--- src/rtl/imem_access_arbiter.sv ---
// Instruction-RAM arbiter. A loader-only boot phase is followed by per-cycle sharing
// between fetch and loader, with a bounded loader burst so fetch is never starved.
module imem_access_arbiter #(
  parameter int ADDR_W       = 10,
  parameter int DATA_W       = 32,
  parameter int LD_BURST_MAX = 4
) (
  input  logic              clk,
  input  logic              rst_n,
  input  logic              fetch_req,
  input  logic [31:0]       fetch_addr,
  output logic              fetch_gnt,
  output logic              fetch_rvalid,
  output logic [DATA_W-1:0] fetch_rdata,
  output logic              fetch_err,
  input  logic              ld_req,
  input  logic              ld_we,
  input  logic [ADDR_W-1:0] ld_addr,
  input  logic [DATA_W-1:0] ld_wdata,
  output logic              ld_gnt,
  output logic              ld_rvalid,
  input  logic              ld_done,
  output logic              booting,
  output logic              mem_en,
  output logic              mem_we,
  output logic [ADDR_W-1:0] mem_addr,
  output logic [DATA_W-1:0] mem_wdata,
  input  logic [DATA_W-1:0] mem_rdata
);

  localparam logic [0:0] ST_BOOT   = 1'b0;
  localparam logic [0:0] ST_RUN    = 1'b1;
  localparam logic [3:0] BURST_LIM = 4'(LD_BURST_MAX);

  logic [0:0]        state_q, state_d;
  logic [3:0]        burst_q, burst_d;
  logic [ADDR_W-1:0] addr_q;
  logic [DATA_W-1:0] wdata_q;
  logic              f_rvalid_q, f_err_q, ld_rvalid_q;
  logic              fetch_bad;

  always_comb begin
    fetch_bad = (fetch_addr[1:0] != 2'b00) || (fetch_addr[31:ADDR_W+2] != '0);
  end

  // Loader has priority in RUN until it has won BURST_LIM cycles in a row over a waiting fetch.
  always_comb begin
    fetch_gnt = 1'b0;
    ld_gnt    = 1'b0;
    if (state_q == ST_BOOT) begin
      ld_gnt = ld_req;
    end else if (fetch_req && ld_req) begin
      if (burst_q == BURST_LIM) fetch_gnt = 1'b1;
      else                      ld_gnt    = 1'b1;
    end else begin
      fetch_gnt = fetch_req;
      ld_gnt    = ld_req;
    end
  end

  always_comb begin
    mem_en    = 1'b0;
    mem_we    = 1'b0;
    mem_addr  = addr_q;
    mem_wdata = wdata_q;
    if (ld_gnt) begin
      mem_en    = 1'b1;
      mem_we    = ld_we;
      mem_addr  = ld_addr;
      mem_wdata = ld_wdata;
    end else if (fetch_gnt) begin
      mem_en   = !fetch_bad;
      mem_addr = fetch_addr[ADDR_W+1:2];
    end
  end

  always_comb begin
    state_d = state_q;
    if (state_q == ST_BOOT && ld_done) state_d = ST_RUN;
  end

  always_comb begin
    burst_d = burst_q;
    if (state_q == ST_BOOT || !fetch_req || fetch_gnt) begin
      burst_d = '0;
    end else if (ld_gnt && burst_q != BURST_LIM) begin
      burst_d = burst_q + 4'd1;
    end
  end

  always_ff @(posedge clk or negedge rst_n) begin
    if (!rst_n) begin
      state_q     <= ST_BOOT;
      burst_q     <= '0;
      addr_q      <= '0;
      wdata_q     <= '0;
      f_rvalid_q  <= 1'b0;
      f_err_q     <= 1'b0;
      ld_rvalid_q <= 1'b0;
    end else begin
      state_q     <= state_d;
      burst_q     <= burst_d;
      addr_q      <= mem_addr;
      wdata_q     <= mem_wdata;
      f_rvalid_q  <= fetch_gnt;
      f_err_q     <= fetch_gnt && fetch_bad;
      ld_rvalid_q <= ld_gnt && !ld_we;
    end
  end

  // A rejected fetch returns an all-zero word so the core sees a harmless value.
  assign fetch_rvalid = f_rvalid_q;
  assign fetch_err    = f_err_q;
  assign fetch_rdata  = (f_rvalid_q && !f_err_q) ? mem_rdata : '0;
  assign ld_rvalid    = ld_rvalid_q;
  assign booting      = (state_q == ST_BOOT);

endmodule
--- config.mk ---
export PLATFORM = sky130hd
export DESIGN_NAME = imem_access_arbiter
export DESIGN_NICKNAME = d
export VERILOG_FILES = /design/src/rtl/imem_access_arbiter.sv
export SDC_FILE = /design/constraint.sdc
export NUM_CORES = 1
export LEC_CHECK = 0
export CAP_MARGIN = 30
export CORE_MARGIN = 1.5
export CORE_UTILIZATION = 34
export CTS_CLUSTER_SIZE = 12
export DETAILED_ROUTE_END_ITERATION = 7
export GPL_TIMING_DRIVEN = 0
export PLACE_DENSITY = 0.88
export SLEW_MARGIN = 40
export SYNTH_ARGS = -nofsm -noshare
export SYNTH_HDL_FRONTEND = slang
export SYNTH_SLANG_ARGS = --single-unit
--- constraint.sdc ---
create_clock -name clk -period 4.9 [get_ports clk]
set_input_delay 0.735 -clock clk [delete_from_list [all_inputs] [get_ports clk]]
set_output_delay 0.735 -clock clk [all_outputs]
set_load 0.05 [all_outputs]
* Word level (Yosys, flattened, before mapping)
Index checks and enable logic that the tools add are counted.
** Storage, ports and cells
- Flip-flop bits (word level) :: 50
- Input port bits :: 112
** Cells by class
- Add/sub/neg operators :: 1
- Eq/ne operators :: 2
- Multiplexer cells :: 15
- Bitwise logic cells :: 1
- Reductions and logical operators :: 16
** Operator list (count)
- $mux 32 :: 2
- $mux 10 :: 2
- $reduce_bool 20->1 :: 1
- $mux 1 :: 9
- $mux 4 :: 2
- $logic_and 1x1->1 :: 6
- $add 4x1->4 const B :: 1
- $eq 4x3->1 const B :: 1
- $logic_not 1->1 :: 4
- $ne 4x3->1 const B :: 1
- $reduce_bool 2->1 :: 2
- $logic_or 1x1->1 :: 3
- $not 1->1 :: 1

* Longest topological paths before layout
- Word-level depth :: 7
- Depth in mapped cells :: 6

* Worst setup path after synthesis
Ideal clock, no wire load.
- Path kind :: input to output
- Start :: input port fetch_req
- End :: output port mem_addr[2]
- Arrival time :: 2.356 ns
- Path slack :: 1.809 ns
- Stages on the path :: 4
- Path buffers :: 1
- Cells stage by stage :: nand2_2 > o31ai_4 > buf_4 > a2bb2oi_1
** On the way
- Longest elaborated chain between the ends :: 5
** RTL lines
- start: declaration :: RTL line 10 : input logic fetch_req,
- $logic_and 1x1->1 :: RTL line 52 : end else if (fetch_req && ld_req) begin
- $mux 1 :: RTL line 52
- $mux 1 :: RTL line 50 : if (state_q == ST_BOOT) begin
- $mux 10 :: RTL line 71 : end else if (fetch_gnt) begin
- $mux 10 * :: RTL line 66 : if (ld_gnt) begin
- end: declaration :: RTL line 26 : output logic [ADDR_W-1:0] mem_addr,
Mark *: on every way between the ends. The rest lies on a longest branch, timed or not.

* Worst setup path after layout
- Start :: input port fetch_req
- End :: output port mem_addr[6]
Same word-level chain as after synthesis.

==> results.py <==
metrics = {
    "synth": {
        "yosysTopAreaCell": "dfrtp_1",
        "synthesis.area_um2": 2250,
        "synth_cells": 179,
        "synth-seq-cells": 50,
        "synth_edf_count": 0,
        "yosysMostFrequentCell": "dfrtp_1",
        "yosys_warnings": 0,
        "synth_ff_type": "dfrtp_1",
        "yosysSeqAreaShare": 0.556,
        "synth_fp_nets": 293,
        "synth_common_cells": "dfrtp_1 (50), and2_1 (32), mux2_2 (30), a2bb2oi_1 (10), o22ai_1 (10)",
        "synth_top_cell_area_share": 0.556,
        "async_flop_share": 1.00,
        "synth_area_leaders": "dfrtp_1 (56%), mux2_2 (15%), and2_1 (8.9%), a2bb2oi_1 (3.9%), o22ai_1 (2.8%)",
        "postSynthAreaPerCell_um2": 12.6,
        "ys_types": 28,
    },
    "clock_tree": {
        "clkSinkCount": 50,
        "cts.clk_slew.worst_paths_ps": 90,
        "cts_buffers": 5,
        "htreeDepth": 2,
        "cts_root_buf": "clkbuf_8",
        "ctsHoldBuffers": 0,
        "postCtsSetupBuffers": 0,
        "clk_latency_ps": 300,
        "ctsResizeCount": 0,
        "cts_tree": "yes",
        "clk_path_buf_depth": 2,
    },
    "floorplanning": {
        "dieArea_um2": 7120,
        "dieHeight_um": 84.4,
        "start_util": 0.353,
        "dieWidth_um": 84.4,
        "placementRows": 29,
        "core_area_um2": 6390,
        "num_io_pins": 194,
    },
    "sta": {
        "grt_setup_unrepaired": "no",
        "drv_slew": 0,
        "final.min_clock_period_ps": 4090,
        "fin_skew_ps": 14.0,
        "fin_crit_sh": 0.835,
        "fin_tns_setup_ps": 0,
        "worst_pin_slew_ps": 624,
        "slew_headroom": 0.584,
        "setup_viol": 0,
        "hold_violations": 0,
        "worst_slack_ps": 806,
        "whs_ps": 293,
        "fmax_mhz": 244,
    },
    "route": {
        "wire_per_inst_um": 14.8,
        "ant_nets": 0,
        "wl_um": 6800,
        "drc": 0,
        "drt_iter0_drc": 68,
        "vias_per_cell": 4.65,
        "dr.pass1.iters": 4,
        "vias": 2130,
    },
    "finish": {
        "n_fill_cell": 469,
        "areaGrowthSynthToFinish_pct": 94.7,
        "fin_area_um2": 4380,
        "drive_gt1_frac": 0.121,
        "fin_nets": 494,
        "multiInputGateArea_um2": 918,
        "antennaDiodeCount": 0,
        "seqCellArea_um2": 1250,
    },
    "pwr": {
        "p_switching_uw": 391,
        "seq_power_share": 0.401,
        "ir_drop_uv": 238,
        "p_sw_frac": 0.344,
        "power.internal_uw": 746,
        "p_comb_frac": 0.391,
        "p_leak_uw": 0.00175,
        "clkPwrFrac": 0.208,
        "powerDensity_nw_per_um2": 259,
        "p_total_uw": 1140,
    },
    "worst_hold_path": {
        "hp-class": "input port to asynchronous set/reset pin",
    },
    "grt": {
        "grt_max_degree": 33,
        "grt_pass1_wl_um": 10900,
        "antenna_found_initial": 0,
        "grt_pass1_vias": 2240,
        "track_usage": 0.191,
        "overflow": 0,
    },
    "setup_path": {
        "cp-startpoint": "fetch_req",
        "critPathLaunchType": "input port",
        "criticalPathCategory": "input port to output port",
        "reg2reg_setup_slack_ps": 2880,
        "r2r-end": "wdata_q[9]$_DFF_PN0_",
        "worstSetupEndpointType": "output port",
        "path_max_fanout": 10,
        "rr_startpoint": "burst_q[0]$_DFFE_PN0P_",
        "worst_r2r_path_depth": 6,
        "cp.arrival_ps": 3360,
        "crit_required_ps": 4160,
        "crit_end": "mem_addr[6]",
    },
    "placed_design": {
        "place_ws_ps": 808,
        "place_congestion": 0.724,
        "portBuffers": 193,
        "post-dp-hpwl_um": 5440,
        "postPlaceCellArea_um2": 4300,
    },
    "flow_run": {
        "max_cap_violations": 0,
    },
    "run_status": {
        "status": "completed",
    },
}
cell usage in the layout, fill, tap and decap left out, drive strengths merged, types with 3 or more instances in the layout:
master and instances:
a2bb2oi 10, and2 32, buf 7, clkbuf 11
clkdlybuf4s50 192, dfrtp 50, inv 5, mux2 32
nand2 3, nor2b 3, nor3 4, nor4 5
o22ai 10
layer usage:
| layer | part of all wire | GRT usage | up-vias | wire, um |
|---|---|---|---|---|
| met4 | 0.010 | 0.0484 | 0 | 69 |
| met5 | 0 | 0 | - | 0 |
| met1 | 0.37 | 0.206 | 991 | 2550 |
| met2 | 0.52 | 0.361 | 107 | 3510 |
| met3 | 0.099 | 0.0590 | 5 | 673 |
| li1 | - | - | 1027 | - |
through the flow:
| step | instances | utilization |
|---|---|---|
| after global placement | 449 | 0.670 |
| after global routing | 458 | 0.687 |
| after CTS | 458 | 0.687 |
| final | 458 | 0.687 |
| after floorplan | 179 | - |
| after detailed placement | 450 | 0.673 |
registers in the layout, indices dropped and copies added (netlist names):
| register | flops |
|---|---|
| fetch_err | 1 |
| wdata_q | 32 |
| state_q | 1 |
| addr_q | 10 |
| burst_q | 4 |
| fetch_rvalid | 1 |
| ld_rvalid | 1 |
critical path, cell delays in order:
cell	delay, ps
clkdlybuf4s50_1	540
nand2_2	160
o31ai_4	550
buf_4	300
a2bb2oi_1	220
clkdlybuf4s50_1	850
power by group through the flow:
| stage | Clock, uW | Sequential, uW | Combinational, uW |
|---|---|---|---|
| after global placement | 0 | 463 | 440 |
| after floorplan | 0 | 467 | 242 |
| final | 236 | 456 | 444 |
| after CTS | 247 | 457 | 448 |
| after global routing | 259 | 460 | 465 |
| after detailed placement | 0 | 465 | 446 |
worst min-delay path by stage:
| stage | startpoint | to | depth (start not counted) |
|---|---|---|---|
| finish | rst_n | wdata_q[11]$_DFF_PN0_ | 1 |
| global route | rst_n | wdata_q[26]$_DFF_PN0_ | 1 |
| CTS | rst_n | wdata_q[11]$_DFF_PN0_ | 1 |
| detailed placement | wdata_q[15]$_DFF_PN0_ | wdata_q[15]$_DFF_PN0_ | 1 |
| global placement | wdata_q[14]$_DFF_PN0_ | wdata_q[14]$_DFF_PN0_ | 1 |
| floorplan | rst_n | addr_q[0]$_DFF_PN0_ | 0 |
area by class of cell:
class | instances | area share
clock buffers | 6 | 0.0166
inverters | 5 | 0.00428
repair buffers | 194 | 0.445
flip-flops and latches | 50 | 0.285
well taps | 77 | 0.0220
clock inverters | 2 | 0.00314
multi-input cells | 114 | 0.209
plain buffers | 10 | 0.0146
cells by family (layout without fill, tap and decap cells):
logic type	count (synthesis)	in the layout	share of synthesized area
simple gates	53	53	0.140
flops	50	50	0.556
mux	32	32	0.160
compound gates	25	25	0.0889
buf+inv	15	217	0.0367
fa+ha+maj	2	2	0.0111
xor+xnor	2	2	0.00778
Power figures use the tool's default switching activity.
